## config.mk

```make
export PLATFORM = sky130hd
export DESIGN_NAME = seq_div
export DESIGN_NICKNAME = d
export VERILOG_FILES = /design/src/rtl/seq_div.sv
export SDC_FILE = /design/constraint.sdc
export NUM_CORES = 1
export LEC_CHECK = 0
export ABC_CLOCK_PERIOD_IN_PS = 2700
export CORE_MARGIN = 1.5
export CORE_UTILIZATION = 52
export CTS_CLUSTER_DIAMETER = 120
export DETAILED_ROUTE_END_ITERATION = 7
export PLACE_DENSITY = 0.81
export SLEW_MARGIN = 25
export SYNTH_ARGS = -nofsm -noshare
export SYNTH_HDL_FRONTEND = slang
export SYNTH_SLANG_ARGS = --single-unit
```

## constraint.sdc

```tcl
create_clock -name clk -period 2.7 [get_ports clk]
set_clock_uncertainty 0.2 [all_clocks]
set_input_delay 0.54 -clock clk [delete_from_list [all_inputs] [get_ports clk]]
set_output_delay 0.54 -clock clk [all_outputs]
set_load 0.05 [all_outputs]
```

## src/rtl/seq_div.sv

```systemverilog
// Sequential restoring divider: 18-bit dividend by 9-bit divisor, one quotient bit per cycle.
// Optional SEQ_DIV_DIVZ_DETECT_EN: a zero divisor completes after one cycle and raises div_zero.
module seq_div (
  input  logic        clk,
  input  logic        reset,
  input  logic        start,
  input  logic [17:0] dividend,
  input  logic [8:0]  divisor,
  output logic        busy,
  output logic        done,
  output logic [17:0] quotient,
  output logic [8:0]  remainder,
  output logic        div_zero
);

  typedef enum logic [1:0] {IDLE, RUN, DONE} state_t;

  state_t      state;
  state_t      state_next;
  logic [17:0] work;
  logic [8:0]  dvs;
  logic [9:0]  part;
  logic [4:0]  step;
  logic [9:0]  shifted;
  logic [9:0]  part_next;
  logic        q_bit;
  logic        accept;
  logic        last_step;
  logic        zero_fast;

`ifdef SEQ_DIV_DIVZ_DETECT_EN
  assign zero_fast = (dvs == 9'd0);
`else
  assign zero_fast = 1'b0;
`endif

  assign busy      = (state == RUN);
  assign done      = (state == DONE);
  assign accept    = start && (state != RUN);
  assign last_step = (step == 5'd17);

  // The dividend register doubles as the quotient shift register: dividend bits
  // leave at the top while quotient bits enter at the bottom.
  always_comb begin
    shifted   = {part[8:0], work[17]};
    part_next = shifted;
    q_bit     = 1'b0;
    if (shifted >= {1'b0, dvs}) begin
      part_next = shifted - {1'b0, dvs};
      q_bit     = 1'b1;
    end
  end

  always_comb begin
    state_next = state;
    case (state)
      IDLE:    if (start) state_next = RUN;
      RUN:     if (last_step || zero_fast) state_next = DONE;
      DONE:    state_next = start ? RUN : IDLE;
      default: state_next = IDLE;
    endcase
  end

  always_ff @(posedge clk or posedge reset) begin
    if (reset) begin
      state     <= IDLE;
      work      <= '0;
      dvs       <= '0;
      part      <= '0;
      step      <= '0;
      quotient  <= '0;
      remainder <= '0;
      div_zero  <= 1'b0;
    end else begin
      state <= state_next;
      if (accept) begin
        work <= dividend;
        dvs  <= divisor;
        part <= '0;
        step <= '0;
      end else if (state == RUN) begin
        if (zero_fast) begin
          quotient  <= 18'h3FFFF;
          remainder <= work[8:0];
          div_zero  <= 1'b1;
        end else begin
          work <= {work[16:0], q_bit};
          part <= part_next;
          step <= step + 5'd1;
          if (last_step) begin
            quotient  <= {work[16:0], q_bit};
            remainder <= part_next[8:0];
            div_zero  <= 1'b0;
          end
        end
      end
    end
  end

endmodule
```

==> out/metrics.yaml <==
min_period_over_period_pct: 92.9
p_sw_uw: 2690
min_path_type: "input port to asynchronous set/reset pin"
p_int_uw: 3460
setup_viol: 0
core_area_mm2: 0.00631
p_leak_uw: 0.00202
combPwrFrac_pct: 53.8
synth-edff-count: 0
port_buffers: 58
final_nets: 452
num_io_pins: 60
status: "complete, no violations"
synth_flop_cell: "dfrtp_1"
antenna_found_initial: 0
start_kind: "flop"
grt_use_total_pct: 22.0
required_ns: 2.72
drive_above_1_share_pct: 12.0
postCtsHoldBufs: 0
fmaxAchievable_mhz: 399
drt_first_iter_violations: 144
dieArea_mm2: 0.00698
synth_top_cell_area_share_pct: 51.9
irDropWorstVdd_mv: 0.738
power_uw: 6150
critical_path_class: "flop to flop"
fin_area_mm2: 0.00435
syn_area_mm2: 0.00337
p_per_area_mw_per_mm2: 1410
cts_root_buffer: "clkbuf_8"
yosysTopAreaCell: "dfrtp_1"
viasPerCell: 5.43
n_antenna_cell: 0
die_w_um: 83.5
firstDrtPassIters: 4
yosys-top-cells-area: "dfrtp_1, nand2_1, mux2i_1"
grt_pass1_vias: 2570
switching_share_pct: 43.8
r2r_start: "work[17]"
async_flop_share_pct: 100
clock_path_buffers: 2
rows: 29
grt_max_degree: 60
wl_um: 7200
synth_fp_nets: 386
worstMarginPinSlew_ns: 0.549
synth_cell_types: 40
netlist_instances: 344
dpl_cell_area_mm2: 0.00407
gp_congestion: 0.847
htreeDepth: 3
start_util_pct: 53.4
yosysMostFrequentCell: "nand2_1"
finalMaxSlewViolations: 0
drt-wirelength-per-cell_um: 14.6
clk_pin_slew_ns: 0.08
synth_commonest_cells: "nand2_1, dfrtp_1, o21ai_0"
ff2ff_path_depth: 10
dieHeight_um: 83.5
grt_setup_unrepaired: "no"
insertion_delay_ns: 0.34
hold_viol_final: 0
arrival_ns: 2.53
grt_overflow_total: 0
clock_sinks: 70
cts_tree: "yes"
ys_warn_count: 0
relSlewSlack_pct: 63.3
vias: 2674
reg2reg_slack_ns: 0.19
grt_pass1_wl_um: 12100
fin_crit_ns: 2.51
syn2layout_area_growth_pct: 29.0
clockPowerShare_pct: 15.6
crit_fanout: 13
rr_endpoint: "remainder[6]"
drtAntennaViolNets: 0
hold_slack_ns: 0.248
dp_hpwl_um: 5110
ys_seq_area_share_pct: 51.9
numCtsBuffers: 9
cap_violations: 0
avgSynthCellArea_um2: 9.80
p_seq_share_pct: 30.6
ys_ff_latch: 70
crit_path_end_kind: "flop"
tns_ns: 0
drc: 0
worst max path at each step:
stage	from	end	slack, ns	depth (start not counted)
after floorplan	reset	dvs[0]	0.19	1
after global placement	work[17]	remainder[3]	0.23	10
after detailed placement	work[17]	remainder[3]	0.14	10
after CTS	work[17]	remainder[3]	0.13	10
after global routing	work[17]	remainder[3]	0.02	10
final	work[17]	remainder[6]	0.19	10
power groups by stage:
stage	logic (µW)	clock network, µW	registers [µW]
6_report	3310	959	1880
5_1_grt	3610	1030	1950
4_1_cts	3130	980	1870
3_5_place_dp	3120	0	1880
3_3_place_gp	3040	0	1860
2_1_floorplan	1750	0	2350
cell families after synthesis:
family / synth area share [%]
and+or+nand+nor: 15.5
DFF: 51.9
AOI/OAI and AO/OA: 11.7
buffers and inverters: 4.04
xor gates and xnor gates: 1.82
muxes: 10.2
adders and majority gates: 4.68
other: 0.111
critical path, cell delays in order, from the launching register on:
cell and delay (ns):
dfrtp_1 0.38, inv_1 0.08, ha_1 0.15, inv_1 0.05
fa_2 0.37, a211oi_4 0.32, o211ai_2 0.15, a21oi_4 0.18
buf_12 0.17, mux2i_2 0.25, a21oi_1 0.10
sequential cells by signal (all words and copies together) (netlist names):
name,flops
quotient,18
work,18
dvs,9
part,9
state,2
step,5
remainder,9
cell usage in the layout (no fill, tap or decap), types with 3 or more instances in the layout:
| cell | synthesis | routed |
|---|---|---|
| a21oi_1 | 5 | 5 |
| a31oi_1 | 5 | 5 |
| and3_1 | 3 | 3 |
| buf_4 | 1 | 12 |
| clkbuf_8 | 0 | 10 |
| clkdlybuf4s50_1 | 0 | 57 |
| clkinv_4 | 0 | 4 |
| dfrtp_1 | 70 | 70 |
| ha_1 | 11 | 11 |
| inv_1 | 16 | 15 |
| mux2_2 | 10 | 10 |
| mux2i_1 | 23 | 18 |
| mux2i_2 | 0 | 5 |
| nand2_1 | 84 | 84 |
| nand2b_1 | 5 | 5 |
| nand3_1 | 12 | 12 |
| nor2_1 | 10 | 10 |
| o211ai_1 | 4 | 4 |
| o21ai_0 | 32 | 32 |
| o21ai_1 | 9 | 9 |
| xor2_1 | 7 | 7 |
final cells by class:
type / instances / area (µm²)
Sequential cell: 70 / 1750
Clock buffer: 10 / 138
Multi-Input combinational cell: 241 / 1510
Inverter: 17 / 63.8
Timing Repair Buffer: 71 / 701
Fill cell: 513 / 1960
Tap cell: 77 / 96.3
Clock inverter: 6 / 95.1
timing repair:
item	4_1_cts	5_1_grt
resized for setup	0	6
buffers inserted	0	3
setup endpoints to repair	0	11
routing by layer:
metal | vias to the layer above | track usage, % | wire (µm)
li1 | 1301 | - | -
met1 | 1277 | 29.8 | 3370
met2 | 77 | 33.9 | 3300
met3 | 19 | 3.76 | 320
met4 | 0 | 11.9 | 214
met5 | - | 0 | 0
through the flow:
step / std cells / util [%] / setup WS [ns]
floorplan: 344 / - / 0.192
finish: 492 / 68.9 / 0.193
global placement: 473 / 64.5 / 0.233
detailed placement: 473 / 64.5 / 0.140
global route: 492 / 68.9 / 0.0203
CTS: 489 / 68.2 / 0.126
Note: power is estimated with default switching activity, not from simulation.
